`config.mk`:
```
export PLATFORM = sky130hd
export DESIGN_NAME = equiv_stim_sched
export DESIGN_NICKNAME = d
export VERILOG_FILES = /design/src/rtl/equiv_pkg.sv /design/src/rtl/equiv_lfsr64.sv /design/src/rtl/equiv_stim_sched.sv
export SDC_FILE = /design/constraint.sdc
export NUM_CORES = 1
export LEC_CHECK = 0
export CAP_MARGIN = 10
export CORE_AREA = 5 5 212 214
export DETAILED_ROUTE_END_ITERATION = 8
export DIE_AREA = 0 0 217 219
export GPL_TIMING_DRIVEN = 0
export PLACE_DENSITY = 0.86
export SYNTH_ARGS = -nofsm -noshare
export SYNTH_HDL_FRONTEND = slang
export SYNTH_HIERARCHICAL = 1
export SYNTH_SLANG_ARGS = --single-unit
```
`constraint.sdc`:
```
create_clock -name clk -period 3.1 [get_ports clk]
set_clock_uncertainty 0.1 [all_clocks]
set_input_delay 0.31 -clock clk [delete_from_list [all_inputs] [get_ports clk]]
set_output_delay 0.31 -clock clk [all_outputs]
set_load 0.01 [all_outputs]
```
`src/rtl/equiv_pkg.sv`:
```
// Shared constants for the equivalence stimulus scheduler: LFSR polynomial,
// default seed, stimulus field layout and FSM state encoding.
package equiv_pkg;

    // Right-shifting Galois taps for x^64+x^63+x^61+x^60+1 (exponent-1 bit positions).
    localparam logic [63:0] LFSR_POLY  = 64'hD800_0000_0000_0000;
    localparam logic [63:0] DEF_SEED_C = 64'h1;

    localparam int W0_OFF = 0;
    localparam int W0_W   = 18;
    localparam int W1_OFF = 18;
    localparam int W1_W   = 9;
    localparam int W2_OFF = 27;
    localparam int W2_W   = 8;
    localparam int W3_OFF = 35;
    localparam int W3_W   = 3;
    localparam int W4_OFF = 38;
    localparam int W4_W   = 11;
    localparam int VEC_W  = 49;

    typedef logic [1:0] state_t;
    localparam state_t ST_IDLE  = 2'd0;
    localparam state_t ST_RUN   = 2'd1;
    localparam state_t ST_DRAIN = 2'd2;
    localparam state_t ST_DONE  = 2'd3;

    function automatic logic [63:0] lfsr_next(input logic [63:0] s);
        return s[0] ? ((s >> 1) ^ LFSR_POLY) : (s >> 1);
    endfunction

endpackage

```
`src/rtl/equiv_lfsr64.sv`:
```
// 64-bit Galois LFSR with synchronous seed load and single-step enable.
module equiv_lfsr64
    import equiv_pkg::*;
#(
    parameter logic [63:0] SEED_RST = DEF_SEED_C
) (
    input  logic        clk,
    input  logic        rst_n,
    input  logic        load,
    input  logic [63:0] seed,
    input  logic        step,
    output logic [63:0] state
);

    // Load has priority so a new run always starts from the requested seed.
    always_ff @(posedge clk or negedge rst_n) begin
        if (!rst_n) begin
            state <= SEED_RST;
        end else if (load) begin
            state <= seed;
        end else if (step) begin
            state <= lfsr_next(state);
        end
    end

endmodule

```
`src/rtl/equiv_stim_sched.sv`:
```
// Seed-replayable stimulus scheduler and latency-aligned y_1/y_2 comparator
// for the dual-instance equivalence harness.
module equiv_stim_sched
    import equiv_pkg::*;
#(
    parameter int          Y_W      = 91,
    parameter int          LAT      = 1,
    parameter int          CNT_W    = 16,
    parameter logic [63:0] DEF_SEED = DEF_SEED_C
) (
    input  logic                clk,
    input  logic                rst_n,
    input  logic                start,
    input  logic                stop_on_fail,
    input  logic [63:0]         seed,
    input  logic [CNT_W-1:0]    num_vec,
    output logic [W0_W-1:0]     wire0,
    output logic signed [W1_W-1:0] wire1,
    output logic signed [W2_W-1:0] wire2,
    output logic signed [W3_W-1:0] wire3,
    output logic [W4_W-1:0]     wire4,
    input  logic [Y_W-1:0]      y_1,
    input  logic [Y_W-1:0]      y_2,
    output logic                busy,
    output logic                done,
    output logic                pass,
    output logic [CNT_W-1:0]    vec_cnt,
    output logic [CNT_W-1:0]    mismatch_cnt,
    output logic [CNT_W-1:0]    fail_idx,
    output logic [Y_W-1:0]      fail_y1,
    output logic [Y_W-1:0]      fail_y2,
    output state_t              dbg_state
);

    localparam logic [CNT_W-1:0] CNT_ONE = {{(CNT_W-1){1'b0}}, 1'b1};

    // start is a single-cycle request with no ready: it is accepted only when
    // the FSM is IDLE or DONE and silently dropped while busy.

    state_t             state_q;
    state_t             state_d;
    logic [CNT_W-1:0]   num_vec_q;
    logic [CNT_W-1:0]   issue_cnt_q;
    logic               stop_q;
    logic [VEC_W-1:0]   last_q;
    logic [63:0]        lfsr_state;
    logic [63:0]        seed_eff;
    logic [VEC_W-1:0]   cur_vec;
    logic               start_ok;
    logic               issue;
    logic               last_issue;
    logic               cmp_v;
    logic [CNT_W-1:0]   cmp_idx;
    logic               pending;
    logic               cmp_en;
    logic               mism;
    logic               stop_now;
    logic               unused_lfsr_hi;

    assign start_ok   = start && (state_q == ST_IDLE || state_q == ST_DONE);
    assign issue      = (state_q == ST_RUN);
    assign last_issue = issue && (issue_cnt_q == num_vec_q - CNT_ONE);
    assign seed_eff   = (seed == 64'd0) ? DEF_SEED : seed;

    equiv_lfsr64 #(
        .SEED_RST (DEF_SEED)
    ) u_lfsr (
        .clk   (clk),
        .rst_n (rst_n),
        .load  (start_ok),
        .seed  (seed_eff),
        .step  (issue),
        .state (lfsr_state)
    );

    assign unused_lfsr_hi = ^lfsr_state[63:VEC_W];

    // Issue index and valid ride an LAT-deep pipe so each compare lines up
    // with the response to the vector that produced it.
    generate
        if (LAT == 0) begin : g_lat0
            assign cmp_v   = issue;
            assign cmp_idx = issue_cnt_q;
            assign pending = 1'b0;
        end else begin : g_pipe
            logic [LAT-1:0]   v_q;
            logic [CNT_W-1:0] idx_q [LAT];

            always_ff @(posedge clk or negedge rst_n) begin
                if (!rst_n) begin
                    v_q <= '0;
                    for (int i = 0; i < LAT; i++) begin
                        idx_q[i] <= '0;
                    end
                end else if (start_ok) begin
                    v_q <= '0;
                end else begin
                    v_q[0]   <= issue;
                    idx_q[0] <= issue_cnt_q;
                    for (int i = 1; i < LAT; i++) begin
                        v_q[i]   <= v_q[i-1];
                        idx_q[i] <= idx_q[i-1];
                    end
                end
            end

            // Anything still in flight behind the stage currently comparing.
            always_comb begin
                pending = 1'b0;
                for (int i = 0; i < LAT - 1; i++) begin
                    pending = pending | v_q[i];
                end
            end

            assign cmp_v   = v_q[LAT-1];
            assign cmp_idx = idx_q[LAT-1];
        end
    endgenerate

    assign cmp_en   = cmp_v && (state_q == ST_RUN || state_q == ST_DRAIN);
    assign mism     = cmp_en && (y_1 != y_2);
    assign stop_now = mism && stop_q;

    always_comb begin
        state_d = state_q;
        case (state_q)
            ST_IDLE, ST_DONE: begin
                if (start) begin
                    state_d = (num_vec == '0) ? ST_DONE : ST_RUN;
                end
            end
            ST_RUN: begin
                if (stop_now) begin
                    state_d = ST_DONE;
                end else if (last_issue) begin
                    state_d = ST_DRAIN;
                end
            end
            ST_DRAIN: begin
                if (stop_now || !pending) begin
                    state_d = ST_DONE;
                end
            end
            default: state_d = ST_IDLE;
        endcase
    end

    always_ff @(posedge clk or negedge rst_n) begin
        if (!rst_n) begin
            state_q <= ST_IDLE;
        end else begin
            state_q <= state_d;
        end
    end

    always_ff @(posedge clk or negedge rst_n) begin
        if (!rst_n) begin
            num_vec_q    <= '0;
            stop_q       <= 1'b0;
            issue_cnt_q  <= '0;
            last_q       <= '0;
            vec_cnt      <= '0;
            mismatch_cnt <= '0;
            fail_idx     <= '0;
            fail_y1      <= '0;
            fail_y2      <= '0;
        end else if (start_ok) begin
            num_vec_q    <= num_vec;
            stop_q       <= stop_on_fail;
            issue_cnt_q  <= '0;
            vec_cnt      <= '0;
            mismatch_cnt <= '0;
            fail_idx     <= '0;
            fail_y1      <= '0;
            fail_y2      <= '0;
        end else begin
            if (issue) begin
                issue_cnt_q <= issue_cnt_q + CNT_ONE;
                last_q      <= lfsr_state[VEC_W-1:0];
            end
            if (cmp_en) begin
                vec_cnt <= vec_cnt + CNT_ONE;
            end
            if (mism) begin
                if (mismatch_cnt != '1) begin
                    mismatch_cnt <= mismatch_cnt + CNT_ONE;
                end
                if (mismatch_cnt == '0) begin
                    fail_idx <= cmp_idx;
                    fail_y1  <= y_1;
                    fail_y2  <= y_2;
                end
            end
        end
    end

    // Outside RUN the bus holds the last issued vector (zero after reset).
    assign cur_vec = (state_q == ST_RUN) ? lfsr_state[VEC_W-1:0] : last_q;

    assign wire0 = cur_vec[W0_OFF +: W0_W];
    assign wire1 = cur_vec[W1_OFF +: W1_W];
    assign wire2 = cur_vec[W2_OFF +: W2_W];
    assign wire3 = cur_vec[W3_OFF +: W3_W];
    assign wire4 = cur_vec[W4_OFF +: W4_W];

    assign busy      = (state_q == ST_RUN) || (state_q == ST_DRAIN);
    assign done      = (state_q == ST_DONE);
    assign pass      = done && (mismatch_cnt == '0);
    assign dbg_state = state_q;

endmodule

```
======== Word level (Yosys, flattened, before mapping) ========
Cells that the tools add are included.
word-level totals
  output and inout bits ................... 284
  register bits ........................... 395
  logic and storage cells ................. 74
cells by class
  eq/ne operators ......................... 8
  add/sub/neg operators ................... 4
  multiplexer cells ....................... 27
  bitwise operators ....................... 1
  reductions and logical operators ........ 21
operator list
  kind                     count
  $mux W91                 6
  $mux W64                 4
  $mux W16                 10
  $ne A91 B91 Y1           1
  $logic_not A64 Y1        1
  $mux W49                 1
  $add A16 B1 Y16 const B  3
  $logic_not A16 Y1        2
  $eq A16 B16 Y1           1
  $ne A16 B16 Y1 const B   1
  $sub A16 B1 Y16 const B  1
  $reduce_bool A2 Y1       5
  $mux W2                  4
  $logic_and A1 B1 Y1      6
  $pmux W2 S3              1
  $reduce_and A2 Y1        3
  $eq A2 B2 Y1 const B     2
  $not A3 Y4               1
  $ne A3 B1 Y1 const B     1
  $eq A2 B1 Y1 const B     1
  $logic_not A2 Y1         1
  $logic_or A1 B1 Y1       2
  $ne A2 B2 Y1 const B     1
  $reduce_or A2 Y1         1
  $mux W1                  1

======== Depth between registers and ports, before layout ========
Gate-level depths: netlist of run 1.
  depth after elaboration ................. 7
  gate-level depth with buffers ........... 12
  gate-level depth less buffers ........... 10

======== Hierarchy ========
The synthesis of run 1 kept the hierarchy.
modules (own cells, without submodules)
  module            seq. area each (um2)  instances  area an instance (um2)  cells each
  equiv_stim_sched  8282.9                1          16067.9                 1845
  equiv_lfsr64      1602.8                1          2977.9                  282

======== Worst setup path before layout of run 1 ========
No wires, ideal clock.
  path type ............................... reg-to-reg
  start ................................... reg num_vec_q[0]
  end ..................................... reg state_q[0] (netlist: dbg_state[0])
  cell stages (with the launch flop) ...... 12
  setup slack ............................. 0.367 ns
  setup time .............................. 0.131 ns
  data required time ...................... 2.869 ns
  data arrival time ....................... 2.502 ns
  path through ............................ dfrtp_1 > inv_1 > ha_1 > buf_6 > or3b_1 > o31ai_1 > o2111ai_1 > a2111oi_1 > nand4_1 > a2111oi_4 > or2_2 > a32oi_1
between the ends
  cells in the longest elaborated chain, start to end .. 5
RTL lines
  item                         RTL line                 RTL
  start: declaration           equiv_stim_sched.sv:42   logic [CNT_W-1:0] num_vec_q;
  start signal: assignment     equiv_stim_sched.sv:168  num_vec_q <= num_vec;
  $sub A16 B1 Y16              equiv_stim_sched.sv:62   assign last_issue = issue && (issue_cnt_q == num_vec_q - CNT_ONE);
  $eq A16 B16 Y1               equiv_stim_sched.sv:62
  $logic_and A1 B1 Y1          equiv_stim_sched.sv:62
  $ne A3 B1 Y1 (no line)       --
  $reduce_and A2 Y1 (no line)  --
  end signal: assignment       equiv_stim_sched.sv:152  state_q <= state_d;
  end: declaration             equiv_stim_sched.sv:40   state_t state_q;
Every way passes these cells.
A chain may end at the register's enable or synchronous reset.

======== Worst setup path in the final report of run 1 ========
  start ................................... in y_1[70]
  end ..................................... reg fail_y2[68]
between the ends
  cells in the longest elaborated chain, start to end .. 4
RTL lines
  item                          RTL line                 RTL
  start: declaration            equiv_stim_sched.sv:22   input logic [Y_W-1:0] y_1,
  $ne A91 B91 Y1                equiv_stim_sched.sv:121  assign mism = cmp_en && (y_1 != y_2);
  $logic_and A1 B1 Y1           equiv_stim_sched.sv:121
  $reduce_bool A2 Y1 (no line)  --
  $reduce_and A2 Y1 (no line)   --
  end signal: assignment        equiv_stim_sched.sv:191  fail_y2 <= y_2;
  end: declaration              equiv_stim_sched.sv:31   output logic [Y_W-1:0] fail_y2,
Every way passes these cells.

==> results list, run 1 <==
* Final setup violating endpoints: 0
- Warnings, synthesis: 6
* Global-route wire length before repair: 116,000 µm
- Detailed placer's ending HPWL: 62,800 µm
- The initial utilization of the core area, before any placement, comes to 0.446.
- Via count: 18,500
* Final hold violations: 0
- Maximum number of buffers from clock root to sink: 3
- Final core utilization: 0.635
- The path class of the tightest hold or removal check is in -> async.
- Area taken by flip-flops and latches: 0.00989 mm²
- Walking the worst path, the cells encountered are clkdlybuf4s50_1 -> xor2_1 -> nor4_1 -> nand4_1 -> nor4_4 -> buf_4 -> a21oi_4 -> nor2b_1 -> buf_4 -> buf_4 -> buf_4 -> buf_2 -> nand2_1 -> o21ai_1.
* Count of cells along the worst register-to-register path: 11
* Worst flop-to-flop path endpoint: dbg_state[0]$_DFFE_PN0P_
- Synth top area cells: sky130_fd_sc_hd__dfrtp_1 (52%), sky130_fd_sc_hd__nand2_1 (12%), sky130_fd_sc_hd__o21ai_1 (6.4%), sky130_fd_sc_hd__xor2_1 (5.2%), sky130_fd_sc_hd__mux2i_1 (4.0%)
- Counting flops with an async set or reset pin after synthesis yields a share of 1.00.
* Proportion of layout cells with a drive suffix above 1: 0.0820
- Routability-driven placement finished with a final weighted congestion of 1.00.
- Worst path arrival time: 3.38 ns
- Path type of the worst setup path: in -> reg
- Die area: 0.0475 mm²
* Netlist cell types: 61
* Kind of launch point of the worst setup path: primary input
- Once detail routing completed, the nets flagged for antenna violations numbered 0.
- The cell area that synthesis handed to floorplanning was 0.0190 mm².
- Die X-Extent: 217 µm
- Cell with the largest stage delay on the worst path: sky130_fd_sc_hd__clkdlybuf4s50_1
- The clock net in this run drives a total of 395 sinks.
- In this run the power spent charging and discharging nets is 11,300 µW.
* Clock tree root driver cell: sky130_fd_sc_hd__clkbuf_16
- CTS built an H-tree with a depth of 2.
- Floorplan core area: 0.0427 mm²
* P_leak: 0.0116 µW
- The cell that appears most often on the critical path is sky130_fd_sc_hd__buf_4.
* Maximum number of pins on one net before global-route repair: 121
* Number of remaining DRC errors: 0
- Count of buffers inserted at the top-level ports: 549
- Library cell with the largest summed area after synthesis: sky130_fd_sc_hd__dfrtp_1
- Total routing resource utilization after global routing: 0.322
- For this run, the slowest stage of the critical path takes 0.53 ns.
- Net count, final: 3,010
- Cell Int Power: 16,400 µW
* Vias in the first global route: 18,600
- Status: finished, final reports clean
- At the pin with the least slew margin, the transition time is 0.784 ns.
- Share of power burned in registers: 0.323
* Initial antenna violation count: 22
- Register bit count reported by yosys: 395
* Number of buffers created by CTS: 43
- The share of synthesized area in the top cell type comes to 0.518.
- Syn Nets: 2,401
- Portion of total power attributed to combinational logic: 0.489
- Latest clock arrival within the worst-skew pair: 0.58 ns
- Maximum fanout encountered on the critical timing path: 10
- VDD sags by at most 0.667 mV.
* Sequential element share of the synthesized area: 0.519
- TritonCTS built the clock tree.
* Multi-input gate area: 0.00837 mm²
- Number of synthesized flops with an enable pin: 0
* Average detailed-routed wire length per instance: 23.9 µm
* Routed WL: 79,600 µm
- Once placement finished, the instance area stood at 0.0253 mm².
- Initial DRC Count: 1,938
- For this run, the top clock speed supported by timing is 0.327 GHz.
* Number of I/O pins: 550
- STA classifies the critical path endpoint as a flop.
* Max-capacitance violation count: 0
* Final instance area: 0.0271 mm²
- Cell count after synthesis: 2,127
- STA puts the critical path data required time at 3.42 ns.
- Final period demand of the worst path: 3.06 ns
* Startpoint of the lowest-slack register-to-register path: num_vec_q[1]$_DFFE_PN0P_
* Number of max-slew violations in the final report: 0
* Cell type group with the largest total delay on the critical path: buffers and inverters
- The setup check on the worst reg-to-reg path leaves a slack of 0.08 ns.
- Final period utilization: 0.988
* Power density cells: 1020 mW/mm²
* Setup_tns: 0 ns
* Mean cell area of the mapped netlist: 8.95 µm²
* Fraction of power consumed by the clock network: 0.188
- Setup repair after global routing could not meet its margin everywhere.
- After clock tree synthesis, the clock-pin slew on the worst setup and hold paths is 0.06 ns.
* Number of search-and-repair iterations in the first detailed-routing pass: 5
* Number of placed instances with taps included: 3,225
- Post-route insts no fill: 3,333
* Net Sw Frac: 0.407
- Area Overhead vs Synth: 42.5%
- From bottom edge to top edge, the die measures 219 µm.
- Critical path buffers and inverters: 6
* Max-slew headroom at the worst pin: 0.478
* PnR Total Power: 27,700 µW
- Most common cell after layout, fill and taps aside: sky130_fd_sc_hd__nand2_1
- Fill count: 3,406
* Row cnt: 76
- Commonest non-fill, non-tap cells in the layout: sky130_fd_sc_hd__nand2_1 (590), sky130_fd_sc_hd__clkdlybuf4s50_1 (531), sky130_fd_sc_hd__dfrtp_1 (390), sky130_fd_sc_hd__o21ai_1 (243), sky130_fd_sc_hd__nor2_1 (192)
* GRT Residual Overflow: 0
* Via count normalized by instance count: 5.55
* Top flip-flop cell by instance count after synthesis: sky130_fd_sc_hd__dfrtp_1
[metal layers]
layer,vias up,wire length [µm],GRT usage
li1,8254,-,-
met1,9054,28600,0.373
met2,991,39700,0.567
met3,206,6770,0.0766
met4,4,4510,0.150
met5,-,29,0
[cell type report]
type | instances | share of cell area
clock inverters | 14 | 0.00480
flip-flops and latches | 395 | 0.365
plain buffers | 194 | 0.0350
clock buffers | 63 | 0.0473
well taps | 546 | 0.0252
inverters | 17 | 0.00235
diodes | 19 | 0.00175
repair buffers | 565 | 0.211
multi-input cells | 1520 | 0.308
[flip-flops by register name, indices dropped and copies added (netlist names)]
| signal | flops |
|---|---|
| fail_y1 | 91 |
| fail_y2 | 91 |
| u_lfsr/state | 64 |
| last_q | 49 |
| cmp_idx | 16 |
| fail_idx | 16 |
| issue_cnt_q | 16 |
| mismatch_cnt | 16 |
| num_vec_q | 16 |
| vec_cnt | 16 |
| dbg_state | 2 |
| cmp_v | 1 |
| stop_q | 1 |
[synthesized netlist by cell type, types with 19 or more instances]
| cell | number |
|---|---|
| sky130_fd_sc_hd__dfrtp_1 | 394 |
| sky130_fd_sc_hd__nand2_1 | 591 |
| sky130_fd_sc_hd__mux2i_1 | 77 |
| sky130_fd_sc_hd__nor2_1 | 193 |
| sky130_fd_sc_hd__nand4_1 | 24 |
| sky130_fd_sc_hd__xnor2_1 | 19 |
| sky130_fd_sc_hd__mux2_2 | 49 |
| sky130_fd_sc_hd__o21ai_1 | 243 |
| sky130_fd_sc_hd__o21ai_0 | 33 |
| sky130_fd_sc_hd__nor4_1 | 47 |
| sky130_fd_sc_hd__buf_2 | 26 |
| sky130_fd_sc_hd__xor2_1 | 113 |
| sky130_fd_sc_hd__clkbuf_1 | 149 |
[worst max-delay path by stage]
stage	from	end	cells past startpoint
2_1_floorplan	num_vec_q[0]$_DFFE_PN0P_	dbg_state[0]$_DFFE_PN0P_	11
3_3_place_gp	rst_n	last_q[39]$_DFFE_PN0N_	1
3_5_place_dp	y_1[48]	fail_y1[88]$_DFFE_PN0P_	12
4_1_cts	dbg_state[1]$_DFFE_PN0P_	wire2[0]	6
5_1_grt	num_vec_q[1]$_DFFE_PN0P_	dbg_state[0]$_DFFE_PN0P_	11
6_report	y_1[70]	fail_y2[68]$_DFFE_PN0P_	14
[cells by family (layout without fill, tap and decap cells)]
logic type               count (synthesis)  count (layout)  share of synthesized area
AND/OR/NAND/NOR                        932             932                      0.205
flip-flops                             395             395                      0.519
AO/OA/AOI/OAI                          322             322                     0.0918
buffers and inverters                  212             853                     0.0489
XOR/XNOR                               132             132                     0.0607
multiplexers                           126             126                     0.0694
adder cells (fa/ha/maj)                  8               8                    0.00526
other                                    0              19                          0
[per-stage QoR]
step	setup WS (ns)	hold slack [ns]
2_1_floorplan	0.367	-0.0856
3_3_place_gp	-15.38	0.354
3_5_place_dp	-1.51	0.191
4_1_cts	0.00913	0.184
5_1_grt	-0.0291	0.228
6_report	0.0380	0.193
[what timing repair did]
item,in CTS,in global routing
hold buffers,1,2
setup buffers,1,9
resized for setup,46,40
setup endpoints to repair,326,199
pin swaps,7,14
hold endpoints to repair,59,2
[power groups by stage]
stage	Clock, µW	Sequential, µW	Combinational, µW
after CTS	5240	8880	13300
after detailed placement	0	8940	13100
after floorplan	0	9010	6140
after global routing	5450	9160	14600
after global placement	0	8850	12700
final	5210	8950	13600
Note: power is estimated with default switching activity, not from simulation.
==> inputs of run 2 (changes only) <==
- MAX_ROUTING_LAYER: unset -> met4
==> run 2 against run 1 <==
Sequential share of layout area decreased by 0.15 points; wire length is 0.49% lower; worst hold slack improved by 0.019 ns; combinational power hardly changed; sequential power hardly changed; global-route usage increased by 0.96 points; clock-buffer cell count up 3; register-to-register slack better by 0.07 ns; sequential cell count is the same; critical endpoint is now wire3[2].
==> results list, run 2 (synthesis gave the netlist of run 1 again) <==
- Status: finished, final reports clean (unchanged)
- Number of placed instances with taps included: 3,225 (unchanged)
- Worst min path class: in -> reg (was in -> async)
- The peak clock frequency supported by timing is 0.331 GHz (was 0.327 GHz).
* Final core utilization: 0.638 (was 0.635)
- The max-cap check violation count came to 0 (unchanged).
* Via count: 18,300 (was 18,500)
- The final RePlAce weighted congestion was 1.00 (about the same).
* Row cnt: 76 (unchanged)
* P_leak: 0.0116 µW (about the same)
- Largest regs: fail_y1: 91 flops, fail_y2: 91 flops, u_lfsr/state: 64 flops (unchanged).
- The required time at the worst-slack endpoint is 2.69 ns (was 3.42 ns).
* Post-route insts no fill: 3,343 (was 3,333)
* Dpl ws: -1.50 ns (was -1.51 ns)
- Max-slew headroom at the worst pin: 0.473 (was 0.478)
- The port buffer count came to 549 (unchanged).
* Clock sink total: 395 (unchanged)
- The clock network latency to the later pin of the worst-skew pair is 0.58 ns (about the same).
* Vertical extent of the die: 219 µm (unchanged)
- Die area: 0.0475 mm² (unchanged)
- Total routing resource utilization after global routing: 0.332 (was 0.322)
- Net Sw Frac: 0.402 (was 0.407)
- Minimum hold slack: 0.211 ns (was 0.193 ns)
* Fill count: 3,479 (was 3,406)
- Maximum fanout encountered on the critical timing path: 10 (unchanged)
- The highest metal layer used by the detailed router is met4 (was met5).
- Wire length on met3: 6920 µm (was 6770 µm)
- The total iterations of the first detailed-routing run came to 5 (unchanged).
* Final setup violating endpoints: 0 (unchanged)
* Floorplan core area: 0.0427 mm² (unchanged)
* Share of power burned in registers: 0.320 (was 0.323)
- The met1 layer wirelength in the final routing came to 28,700 µm (was 28,600 µm).
* Via count normalized by instance count: 5.47 (was 5.55)
- The total congestion overflow after global routing is 0 (unchanged).
- The starting density of the core is 0.446 (unchanged).
- The worst ir drop on vdd came to 0.610 mV (was 0.667 mV).
* Number of max-slew violations in the final report: 0 (unchanged)
* Initial antenna violation count: 29 (was 22)
- The chip width is 217 µm (unchanged).
- Final period demand of the worst path: 3.02 ns (was 3.06 ns)
- Post-route setup slack: 0.0758 ns (was 0.0380 ns)
- The setup slack of the most critical reg-to-reg path is 0.15 ns (was 0.08 ns).
- RSZ-0062 raised after global routing: true (unchanged)
* Routed WL: 79,200 µm (was 79,600 µm)
- Maximum number of pins on one net before global-route repair: 124 (was 121)
- The total length of routed met2 wires is 39,400 µm (was 39,700 µm).
- The proportion of power drawn by combinational gates is 0.478 (was 0.489).
- The count of pins on the block boundary is 550 (unchanged).
* Initial DRC Count: 1,733 (was 1,938)
* Critical hold path startpoint: num_vec[13]
- The number of H-tree levels was 2 (unchanged).
- Clock tree root driver cell: sky130_fd_sc_hd__clkbuf_16 (unchanged)
- The CTS tree is done (unchanged).
- The launch point of the critical path is dbg_state[1]$_DFFE_PN0P_ (was y_1[70]).
* Clock transition at the registers of the reported paths: 0.06 ns (about the same)
- Measured slew at the worst slew-check pin: 0.790 ns (was 0.784 ns)
* Kind of launch point of the worst setup path: flop (was primary input)
* Number of remaining DRC errors: 0 (unchanged)
- Net count, final: 3,004 (was 3,010)
- The most common cell after layout, fill and taps aside is sky130_fd_sc_hd__nand2_1 (unchanged).
* Worst path arrival time: 2.61 ns (was 3.38 ns)
- The share of layout cells above drive strength 1 came to 0.0817 (was 0.0820).
- The clock share of power is 0.202 (was 0.188).
- Final hold violations: 0 (unchanged)
- Switching power summed over all nets: 11,200 µW (was 11,300 µW)
- The nature of the critical path endpoint is an output port (was flop).
- Maximum number of buffers from clock root to sink: 3 (unchanged)
- Commonest non-fill, non-tap cells in the layout: sky130_fd_sc_hd__nand2_1 (590), sky130_fd_sc_hd__clkdlybuf4s50_1 (527), sky130_fd_sc_hd__dfrtp_1 (390), sky130_fd_sc_hd__o21ai_1 (243), sky130_fd_sc_hd__nor2_1 (192) (was sky130_fd_sc_hd__nand2_1 (590), sky130_fd_sc_hd__clkdlybuf4s50_1 (531), sky130_fd_sc_hd__dfrtp_1 (390), sky130_fd_sc_hd__o21ai_1 (243), sky130_fd_sc_hd__nor2_1 (192))
* Area Overhead vs Synth: 43.0% (was 42.5%)
* Number of buffers created by CTS: 45 (was 43)
* Final period utilization: 0.976 (was 0.988)
- Cell Int Power: 16,700 µW (was 16,400 µW)
- Global-route wire length before repair: 116,000 µm (about the same)
* Path type of the worst setup path: reg -> out (was in -> reg)
- Detailed placer's ending HPWL: 63,000 µm (was 62,800 µm)
- Average detailed-routed wire length per instance: 23.7 µm (was 23.9 µm)
* Antenna-violating nets left: 0 (unchanged)
- Vias in the first global route: 18,600 (about the same)
* Startpoint of the lowest-slack register-to-register path: num_vec_q[0]$_DFFE_PN0P_ (was num_vec_q[1]$_DFFE_PN0P_)
* Power density cells: 1030 mW/mm² (was 1020 mW/mm²)
-- run 2: changes by cell type in the layout (fill, tap and decap cells not counted), moves of 3 or more --
| cell | previous run | this run |
|---|---|---|
| sky130_fd_sc_hd__clkbuf_4 | 1 | 5 |
| sky130_fd_sc_hd__dlymetal6s2s_1 | 14 | 10 |
| sky130_fd_sc_hd__diode_2 | 19 | 32 |
| sky130_fd_sc_hd__dlygate4sd2_1 | 3 | 11 |
| sky130_fd_sc_hd__buf_4 | 20 | 11 |
| sky130_fd_sc_hd__clkbuf_1 | 142 | 138 |
| sky130_fd_sc_hd__bufinv_16 | 2 | 5 |
| sky130_fd_sc_hd__clkbuf_2 | 11 | 15 |
| sky130_fd_sc_hd__clkdlybuf4s50_1 | 531 | 527 |
-- run 2: through the flow --
stage | area (µm²) | power (µW) | setup TNS (ns)
after global routing | 27200 | 29500 | -0.0390
after CTS | 27100 | 27900 | -0.0115
final | 27200 | 28000 | 0
after detailed placement | 25300 | 22100 | -297.69
after floorplan | 19000 | 15200 | 0
after global placement | 25200 | 21700 | -6344.93
-- run 2: critical path: stages (launching register included) --
cell and delay (ns):
sky130_fd_sc_hd__dfrtp_2 0.47, sky130_fd_sc_hd__inv_1 0.09, sky130_fd_sc_hd__ha_2 0.25, sky130_fd_sc_hd__buf_8 0.18, sky130_fd_sc_hd__clkbuf_8 0.19, sky130_fd_sc_hd__mux2_2 0.38
sky130_fd_sc_hd__clkdlybuf4s50_1 0.49
-- run 2: cell type report --
cell class / instances / area, µm² / area share
Timing Repair Buffer: 556 / 5630 / 0.207
Clock inverter: 16 / 215 / 0.00790
Inverter: 17 / 63.8 / 0.00234
Sequential cell: 395 / 9890 / 0.363
Antenna cell: 32 / 80.1 / 0.00294
Multi-Input combinational cell: 1520 / 8370 / 0.307
Tap cell: 546 / 683 / 0.0251
Buffer: 195 / 951 / 0.0349
Clock buffer: 66 / 1360 / 0.0498
-- run 2: power by group through the flow --
| stage | Clock, µW | Sequential, µW | Combinational [µW] |
|---|---|---|---|
| after floorplan | 0 | 9010 | 6140 |
| after global placement | 0 | 8850 | 12800 |
| after detailed placement | 0 | 8940 | 13200 |
| after CTS | 5700 | 8880 | 13300 |
| after global routing | 5920 | 9130 | 14500 |
| final | 5650 | 8940 | 13400 |
-- run 2: metal layers --
| layer | GRT usage | up-vias |
|---|---|---|
| met5 | - | - |
| met4 | 0.163 | 0 |
| met3 | 0.0766 | 178 |
| met2 | 0.560 | 890 |
| met1 | 0.374 | 8980 |
| li1 | - | 8247 |
-- run 2: timing repair --
item                                    4_1_cts  5_1_grt
hold buffers                                  1        1
setup buffers                                 0        2
hold endpoints to repair                     76        1
pin swaps                                     7        8
gates resized for setup                      58       39
endpoints found under the setup margin      308      230
-- run 2: worst paths after layout --
| check | endpoint | depth (start not counted) |
|---|---|---|
| max in group asynchronous | dbg_state[1]$_DFFE_PN0P_ | 4 |
| worst min-delay path | num_vec_q[13]$_DFFE_PN0P_ | 3 |
| worst max register to register | dbg_state[1]$_DFFE_PN0P_ | 11 |
| worst min register to register | cmp_idx[5]$_DFFE_PN0N_ | 2 |
| worst max-delay path | wire3[2] | 6 |
| min in group asynchronous | fail_y1[48]$_DFFE_PN0P_ | 2 |
